==> src/rtl/text_console_pkg.sv <==
// Shared types and constants for the text console front end.
package text_console_pkg;

  typedef enum logic [2:0] {
    SYNX, SYNY, IDLE, PUT, CLR, CURX, CURY
  } state_t;

  localparam logic [7:0] CH_BS = 8'h08;
  localparam logic [7:0] CH_LF = 8'h0A;
  localparam logic [7:0] CH_FF = 8'h0C;
  localparam logic [7:0] CH_CR = 8'h0D;

  localparam logic [31:0] OFF_CRX  = 32'd1;
  localparam logic [31:0] OFF_CRY  = 32'd2;
  localparam logic [31:0] OFF_TEXT = 32'h10;

endpackage

==> src/rtl/text_console_addr.sv <==
// (row, col) -> text RAM cell offset; row*80 built as (row<<6)+(row<<4).
module text_console_addr (
  input  logic [5:0]  row,
  input  logic [6:0]  col,
  output logic [11:0] off
);

  assign off = {row, 6'b0} + {2'b0, row, 4'b0} + {5'b0, col};

endmodule

==> src/rtl/text_console.sv <==
// Character stream to VGA text RAM / cursor MMR writer.
// Bus outputs are registered from the next state so each write lands in its own state's cycle.
module text_console
  import text_console_pkg::*;
#(
  parameter logic [31:0] VIDEO_ADDR = 32'h0001_0000,
  parameter int          COLS       = 80,
  parameter int          ROWS       = 40,
  parameter logic [7:0]  FILL       = 8'h20
) (
  input  logic        clk,
  input  logic        reset,
  input  logic        in_valid,
  input  logic [7:0]  in_char,
  output logic        in_ready,
  output logic        strobe,
  output logic        rw,
  output logic [31:0] addr,
  output logic [31:0] data,
  output logic [6:0]  cur_col,
  output logic [5:0]  cur_row
);

  localparam logic [6:0]  COL_MAX     = 7'(COLS - 1);
  localparam logic [5:0]  ROW_MAX     = 6'(ROWS - 1);
  localparam logic [11:0] ROW_LAST    = 12'(COLS - 1);
  localparam logic [11:0] SCREEN_LAST = 12'(COLS * ROWS - 1);

  state_t      state, state_nx;
  logic [6:0]  col_nx;
  logic [5:0]  row_nx;
  logic [11:0] clr_cnt, clr_cnt_nx, clr_end, clr_end_nx;
  logic [11:0] cell_off;
  logic [31:0] addr_nx, data_nx;
  logic        wr_nx, accept, printable;
  logic        issue_crx, issue_cry, start_clr;

  text_console_addr u_addr (
    .row (cur_row),
    .col (cur_col),
    .off (cell_off)
  );

  assign accept    = in_valid & in_ready;
  assign printable = (in_char >= 8'h20) && (in_char != 8'h7F);
  assign rw        = strobe;

  always_comb begin
    state_nx   = state;
    col_nx     = cur_col;
    row_nx     = cur_row;
    clr_cnt_nx = clr_cnt;
    clr_end_nx = clr_end;
    wr_nx      = 1'b0;
    addr_nx    = addr;
    data_nx    = data;
    issue_crx  = 1'b0;
    issue_cry  = 1'b0;
    start_clr  = 1'b0;

    unique case (state)
      // SYNX is the reset-release cycle; the resync writes occupy SYNY and CURY.
      SYNX: begin state_nx = SYNY; issue_crx = 1'b1; end
      SYNY: begin state_nx = CURY; issue_cry = 1'b1; end
      IDLE: begin
        if (accept) begin
          if (printable) begin
            state_nx = PUT;
            wr_nx    = 1'b1;
            addr_nx  = VIDEO_ADDR + OFF_TEXT + 32'(cell_off);
            data_nx  = {24'h0, in_char};
          end else begin
            unique case (in_char)
              CH_CR: begin col_nx = '0; state_nx = CURX; issue_crx = 1'b1; end
              CH_LF: begin
                col_nx = '0;
                if (cur_row == ROW_MAX) begin
                  row_nx = '0; start_clr = 1'b1; clr_end_nx = ROW_LAST;
                end else begin
                  row_nx = cur_row + 6'd1; state_nx = CURX; issue_crx = 1'b1;
                end
              end
              CH_BS: begin
                if (cur_col != '0) col_nx = cur_col - 7'd1;
                else if (cur_row != '0) begin col_nx = COL_MAX; row_nx = cur_row - 6'd1; end
                state_nx  = CURX;
                issue_crx = 1'b1;
              end
              CH_FF: begin
                col_nx = '0; row_nx = '0; start_clr = 1'b1; clr_end_nx = SCREEN_LAST;
              end
              default: ;
            endcase
          end
        end
      end
      PUT: begin
        if (cur_col < COL_MAX) begin
          col_nx = cur_col + 7'd1; state_nx = CURX; issue_crx = 1'b1;
        end else begin
          col_nx = '0;
          if (cur_row == ROW_MAX) begin
            row_nx = '0; start_clr = 1'b1; clr_end_nx = ROW_LAST;
          end else begin
            row_nx = cur_row + 6'd1; state_nx = CURX; issue_crx = 1'b1;
          end
        end
      end
      CLR: begin
        if (clr_cnt == clr_end) begin
          state_nx = CURX; issue_crx = 1'b1;
        end else begin
          clr_cnt_nx = clr_cnt + 12'd1;
          wr_nx      = 1'b1;
          addr_nx    = VIDEO_ADDR + OFF_TEXT + 32'(clr_cnt_nx);
          data_nx    = {24'h0, FILL};
        end
      end
      CURX:    begin state_nx = CURY; issue_cry = 1'b1; end
      CURY:    state_nx = IDLE;
      default: state_nx = SYNX;
    endcase

    if (issue_crx) begin
      wr_nx   = 1'b1;
      addr_nx = VIDEO_ADDR + OFF_CRX;
      data_nx = 32'(col_nx) + 32'd1;
    end
    if (issue_cry) begin
      wr_nx   = 1'b1;
      addr_nx = VIDEO_ADDR + OFF_CRY;
      data_nx = 32'(row_nx);
    end
    // Clearing always starts at offset 0; clr_end selects one row or the whole screen.
    if (start_clr) begin
      state_nx   = CLR;
      clr_cnt_nx = '0;
      wr_nx      = 1'b1;
      addr_nx    = VIDEO_ADDR + OFF_TEXT;
      data_nx    = {24'h0, FILL};
    end
  end

  always_ff @(posedge clk) begin
    if (reset) begin
      state    <= SYNX;
      strobe   <= 1'b0;
      addr     <= '0;
      data     <= '0;
      in_ready <= 1'b0;
      cur_col  <= '0;
      cur_row  <= '0;
      clr_cnt  <= '0;
      clr_end  <= '0;
    end else begin
      state    <= state_nx;
      strobe   <= wr_nx;
      addr     <= addr_nx;
      data     <= data_nx;
      // Drop ready for one cycle after every accepted byte, even a discarded one.
      in_ready <= (state_nx == IDLE) && !accept;
      cur_col  <= col_nx;
      cur_row  <= row_nx;
      clr_cnt  <= clr_cnt_nx;
      clr_end  <= clr_end_nx;
    end
  end

endmodule
==> config.mk <==
export PLATFORM = sky130hd
export DESIGN_NAME = text_console
export DESIGN_NICKNAME = d
export VERILOG_FILES = /design/src/rtl/text_console_pkg.sv /design/src/rtl/text_console_addr.sv /design/src/rtl/text_console.sv
export SDC_FILE = /design/constraint.sdc
export NUM_CORES = 1
export LEC_CHECK = 0
export CORE_ASPECT_RATIO = 1.5
export CORE_MARGIN = 8
export CORE_UTILIZATION = 30
export DETAILED_ROUTE_END_ITERATION = 10
export PLACE_DENSITY = 0.47
export SKIP_LAST_GASP = 1
export SLEW_MARGIN = 20
export SYNTH_ARGS = -nofsm -noshare
export SYNTH_HDL_FRONTEND = slang
export SYNTH_SLANG_ARGS = --single-unit
export TNS_END_PERCENT = 1
==> constraint.sdc <==
create_clock -name clk -period 5.77 [get_ports clk]
set_input_delay 1.731 -clock clk [delete_from_list [all_inputs] [get_ports clk]]
set_output_delay 1.731 -clock clk [all_outputs]
set_load 0.02 [all_outputs]
==> flow_summary_export.csv, run 1 <==
group,metric,value,unit
critical_path,start_kind,"input port",
floorplanning,core_area,16000,um2
floorplanning,start_util,0.304,
yosys,synth_largest_area_cell,"dfxtp_1",
yosys,syn_area_per_cell,7.74,um2
yosys,async_flop_share,0,
min_path,hp-class,"flip-flop to flip-flop",
clock_network,numCtsBuffers,9,
yosys,synth_ff_type,"dfxtp_1",
pwr,pwr-share-clk,0.434,
yosys,synth.most_common_cell,"dfxtp_1",
critical_path,critPathKind,"input port to flip-flop",
global_routing,grtUsageTotal,0.164,
drt,vias_per_cell,5.37,
sta,fin_crit,4.71,ns
sta,rsz0062_at_grt,"no",
placed_design,place.gp.congestion,0.873,
job,drv_cap,0,
floorplanning,fp.dieW,120,um
final_layout,area_delta_synth_final,17.1,%
critical_path,critPathCaptureType,"flip-flop",
sta,tightest_slew,0.824,ns
yosys,synth-edff-count,0,
floorplanning,ios,91,
pwr,pwr_density_cell,239,nW/um2
floorplanning,die_h,172,um
global_routing,grt_pass1_vias,4690,
final_layout,drive_above_1_share,0.0716,
yosys,synthDistinctLibCells,72,
placed_design,portBuffers,48,
yosys,syn_area,4880,um2
global_routing,grt_use_met1,0.164,
critical_path,path_cells,"clkdlybuf4s50_1 -> nor4_2 -> nand2_1 -> a211oi_1 -> a2bb2oi_1 -> or2_2 -> ha_1 -> o211ai_1 -> nor3_1 -> xor2_1 -> a2111oi_0",
sta,slew_viol_final,0,
clock_network,root_buffer,"clkbuf_16",
clock_network,path_clk_slew,0.06,ns
pwr,leakage,0.00212,uW
sta,fin_ws,1.06,ns
global_routing,grt_pass1_wl,26300,um
pwr,seq_power_share,0.349,
global_routing,grt_max_degree,30,
drt,wl_per_cell,20.0,um
yosys,ys_top_cells_by_area,"dfxtp_1, buf_4, xnor2_1",
yosys,yosysWarnings,0,
sta,tns,0,ns
global_routing,met3_usage,0.0258,
drt,totalWireLength,17500,um
sta,finClkSkew,0.0101,ns
placed_design,hpwl,13800,um
pwr,internal_power,959,uW
final_layout,fillers,1713,
sta,setup_viol,0,
global_routing,antenna_found_initial,0,
sta,hold_viol_final,0,
yosys,seq_area_frac_synth,0.262,
clock_network,cts_resized,0,
global_routing,top_usage_layer,"met2",
global_routing,gr-total-overflow,0,
floorplanning,die_area,20700,um2
sta,fmaxAchievable,212,MHz
placed_design,dpl_worst_slack,0.752,ns
sta,maxSlewHeadroom,0.444,
final_layout,antennaDiodeCount,0,
yosys,synthCells,631,
critical_path,cp.arrival,4.93,ns
critical_path,worstPathMaxFanout,8,
pwr,finalPower,1370,uW
pwr,p_sw_frac,0.300,
global_routing,grtUsageMet2,0.308,
critical_path,cp_data_required_time,5.98,ns
clock_network,cts_tree,"built",
clock_network,post_cts_buffers,0,
pwr,p_switching,411,uW
yosys,synth_common_cells,"dfxtp_1, nor2_1, nand2_1",
drt,drtIter0Drc,286,
yosys,yosys.area.top_type_share,0.262,
clock_network,cts_buffer_depth,2,
clock_network,cts.sinks,64,
final_layout,nets,698,
yosys,synth-seq-cells,64,
drt,firstDrtPassIters,6,
pwr,vdd_drop_max,131,uV
sta,min_period_over_period,0.817,
clock_network,h-tree-depth,3,
clock_network,insertion_delay,0.33,ns
clock_network,cts_hold_buf,0,
floorplanning,rows,57,
outcome,status,"complete, no violations",
drt,antenna_left,0,
drt,drc,0,
critical_path,cpMaxStageDelayCell,"nor4_2",
critical_path,slowest_delay,0.57,ns
drt,vias,4700,
pwr,comb_power_share,0.217,
==> kinds of logic (layout without fill, tap and decap cells) <==
logic type               count (synthesis)  in the layout  share of synthesized area
AND/OR/NAND/NOR                        257            257                      0.283
adder cells (fa/ha/maj)                 21             21                     0.0569
other                                    1             42                   0.000768
buffers and inverters                   97             95                      0.111
AO/OA/AOI/OAI                          139            139                      0.191
multiplexers                             6              6                     0.0128
XOR/XNOR                                46             46                     0.0825
flip-flops                              64             64                      0.262
==> worst paths after layout <==
check,from,end,slack (ns),depth (start not counted)
setup reg to reg,cur_col[1],data[6],2.03,12
hold / removal,addr[16],addr[16],0.45,2
hold reg to reg,addr[16],addr[16],0.45,2
setup / recovery,in_char[5],data[6],1.06,11
==> metrics by stage <==
stage	util	area [um2]	hold WS, ns	instances
final	0.357	5720	0.447	876
after global placement	0.336	5400	0.436	861
after CTS	0.356	5720	0.449	876
after floorplan	-	5040	0.438	672
after global routing	0.357	5720	0.481	876
after detailed placement	0.336	5400	0.440	861
==> worst max-delay path: cells and delay by family <==
kind	cells	cell delay, ns
fa+ha+maj	1	0.17
simple gates	4	1.33
xor+xnor	1	0.09
buf+inv	1	0.52
compound gates	4	1.08
==> per-layer routing <==
layer  up-vias  share of wire  wire length, um
met5         -              0                0
met4         0          0.056              981
met3        49          0.048              845
met2       187           0.52             9130
met1      2209           0.37             6540
li1       2255              -                -
==> state kept, by name (all words and copies together) (netlist names) <==
name	count
state	3
cur_col	7
clr_end	12
in_ready	1
cur_row	6
data	8
rw	1
clr_cnt	12
addr	14
==> placed cells by master, fill, tap and decap left out, types with 3 or more instances in the layout <==
cell	Yosys	final
a211oi_1	10	10
a21boi_0	3	3
a21o_1	4	4
a21oi_1	40	40
a31oi_1	9	9
a32oi_1	3	3
and2_1	9	9
and3_1	14	14
buf_4	45	11
clkbuf_16	0	9
clkdlybuf4s50_1	0	48
conb_1	1	42
dfxtp_1	64	64
ha_1	19	19
inv_1	21	21
mux2i_1	4	4
nand2_1	53	53
nand2b_1	6	6
nand3_1	24	24
nand4_1	15	15
nand4b_1	3	3
nor2_1	57	57
nor2b_1	10	10
nor3_1	23	23
nor3_2	3	3
nor3b_1	4	3
nor4_1	8	8
o211ai_1	6	6
o21ai_0	24	24
o31ai_1	5	5
o41ai_1	3	3
or2_2	4	4
or3_1	8	8
or4_1	3	3
xnor2_1	31	31
xor2_1	15	15
==> area by class of cell <==
| cell class | count | area, um2 | share of cell area |
|---|---|---|---|
| Multi-Input combinational cell | 511 | 3220 | 0.563 |
| Tap cell | 206 | 258 | 0.0450 |
| Timing Repair Buffer | 59 | 563 | 0.0984 |
| Clock inverter | 3 | 65.1 | 0.0114 |
| Clock buffer | 12 | 256 | 0.0448 |
| Inverter | 21 | 78.8 | 0.0138 |
| Sequential cell | 64 | 1280 | 0.224 |
==> power groups by stage <==
stage | logic, uW | clock network [uW] | registers, uW
2_1_floorplan | 195 | 0 | 500
3_3_place_gp | 298 | 0 | 487
3_5_place_dp | 293 | 0 | 487
4_1_cts | 295 | 606 | 478
5_1_grt | 317 | 627 | 480
6_report | 298 | 594 | 478
Power figures use the tool's default switching activity.
==> run 2: changes to the inputs <==
Settings changed: PLACE_DENSITY 0.47 to 0.49.
Clock period 5.77 ns to 3.9 ns, I/O delays scaled along.
==> flow_summary_export.csv, run 2 (synthesis results as in run 1) <==
group,metric,value,unit
outcome,status,"complete, no violations",
final_layout,area_delta_synth_final,25.8,%
drt,drtIter0Drc,291,
final_layout,fillers,1719,
placed_design,placed_area,5830,um2
pwr,pwr_density_cell,326,nW/um2
critical_path,slowest_delay,0.48,ns
drt,routedLengthMet1,6580,um
clock_network,insertion_delay,0.34,ns
drt,vias,4973,
floorplanning,die_h,172,um
placed_design,hpwl,14900,um
sta,fin_crit,3.69,ns
clock_network,h-tree-depth,3,
final_layout,largest_reg_flops,14,
critical_path,worst-path-buf-inv,2,
critical_path,cpMaxStageDelayCell,"clkdlybuf4s50_1",
clock_network,cts.sinks,64,
floorplanning,rows,57,
critical_path,worstPathMaxFanout,7,
drt,firstDrtPassIters,5,
critical_path,critPathCaptureType,"flip-flop",
drt,wl_per_cell,19.7,um
final_layout,top_register,"addr",
critical_path,critPathTopFamily,"compound AO/OA/AOI/OAI gates",
global_routing,grtUsageTotal,0.177,
critical_path,cp.arrival,3.90,ns
clock_network,cts_resized,0,
drt,vias_per_cell,5.32,
sta,tns,0,ns
sta,rsz0062_at_grt,"no",
final_layout,final_cell_mix,"buf_4, dfxtp_1, nor2_1",
final_layout,top_regs,"addr (14), clr_cnt (12), clr_end (12)",
floorplanning,fp.dieW,120,um
clock_network,post_cts_buffers,0,
critical_path,start_kind,"input port",
final_layout,antennaDiodeCount,0,
drt,drc,0,
final_layout,nets,756,
pwr,leakage,0.00239,uW
drt,wl_met3,986,um
critical_path,path_cells,"clkdlybuf4s50_1 -> buf_4 -> a21oi_1 -> a31oi_1 -> a2bb2oi_1 -> or2_2 -> ha_1 -> o211ai_1 -> nor3_1 -> xor2_1 -> a2111oi_0",
floorplanning,die_area,20700,um2
critical_path,cp_data_required_time,4.11,ns
sta,hold_viol_final,0,
final_layout,drive_above_1_share,0.148,
final_layout,fin_util,0.383,
sta,finClkSkew,0.00929,ns
clock_network,cts_buffer_depth,2,
clock_network,numCtsBuffers,9,
drt,totalWireLength,18400,um
sta,tightest_slew,0.888,ns
drt,dr_wl_met2,9830,um
clock_network,root_buffer,"clkbuf_16",
drt,antenna_left,0,
floorplanning,ios,91,
sta,min_period_over_period,0.946,
drt,highest_layer,"met4",
placed_design,portBuffers,48,
placed_design,dp_cells,919,
min_path,hp-class,"flip-flop to flip-flop",
final_layout,final_common_cell,"buf_4",
clock_network,cts_tree,"built",
final_layout,instances_no_fill,935,
global_routing,gr-total-overflow,0,
floorplanning,start_util,0.304,
job,drv_cap,0,
sta,maxSlewHeadroom,0.401,
critical_path,critPathKind,"input port to flip-flop",
global_routing,grt_pass1_wl,28100,um
sta,slew_viol_final,0,
sta,fmaxAchievable,271,MHz
sta,setup_viol,0,
global_routing,grt_max_degree,18,
global_routing,antenna_found_initial,0,
global_routing,grt_pass1_vias,5077,
clock_network,cts_hold_buf,0,
placed_design,place.gp.congestion,0.969,
final_layout,fin_area,6150,um2
clock_network,path_clk_slew,0.06,ns
pwr,vdd_drop_max,230,uV
floorplanning,core_area,16000,um2
[run 2: path summary, 6_finish.rpt]
| check | start | endpoint | slack (ns) | cells after the start |
|---|---|---|---|---|
| setup / recovery | in_char[2] | data[6] | 0.21 | 11 |
| setup reg to reg | cur_col[1] | data[6] | 0.41 | 12 |
| hold reg to reg | addr[16] | addr[16] | 0.45 | 2 |
| hold / removal | addr[16] | addr[16] | 0.45 | 2 |
[run 2: area by class of cell]
| type | instances | area [um2] | share of cell area |
|---|---|---|---|
| well taps | 206 | 258 | 0.0419 |
| clock buffers | 11 | 243 | 0.0395 |
| flip-flops and latches | 64 | 1280 | 0.208 |
| repair buffers | 117 | 998 | 0.162 |
| inverters | 21 | 78.8 | 0.0128 |
| clock inverters | 5 | 56.3 | 0.00916 |
| multi-input cells | 511 | 3230 | 0.526 |
[run 2: metrics by stage]
stage / setup WS (ns) / total power (uW) / hold WS (ns)
after floorplan: 0.391 / 1030 / 0.438
after global placement: -0.254 / 1190 / 0.435
after detailed placement: -0.234 / 1190 / 0.444
after CTS: 0.113 / 2020 / 0.453
after global routing: 0.0412 / 2080 / 0.472
final: 0.210 / 2010 / 0.445
[run 2: layer usage]
metal	global-route usage	up-vias
met3	0.0261	56
met5	0	-
met4	0.119	0
li1	-	2362
met1	0.174	2352
met2	0.338	203
[run 2: power by group]
group / switching [uW] / total (uW) / internal [uW]
combinational: 299 / 470 / 171
sequential: 32.8 / 715 / 683
clock: 310 / 821 / 511
total: 641 / 2010 / 1370
[run 2: worst reg2reg max path: stages, from the launching register on]
cell and delay [ns]:
dfxtp_1 0.40, inv_1 0.21, ha_1 0.25, or4b_4 0.56, nor4b_4 0.42, nand4b_1 0.17, a2bb2oi_1 0.08, or2_2 0.31
ha_1 0.20, o211ai_1 0.12, nor3_1 0.10, xor2_1 0.16, a2111oi_0 0.36
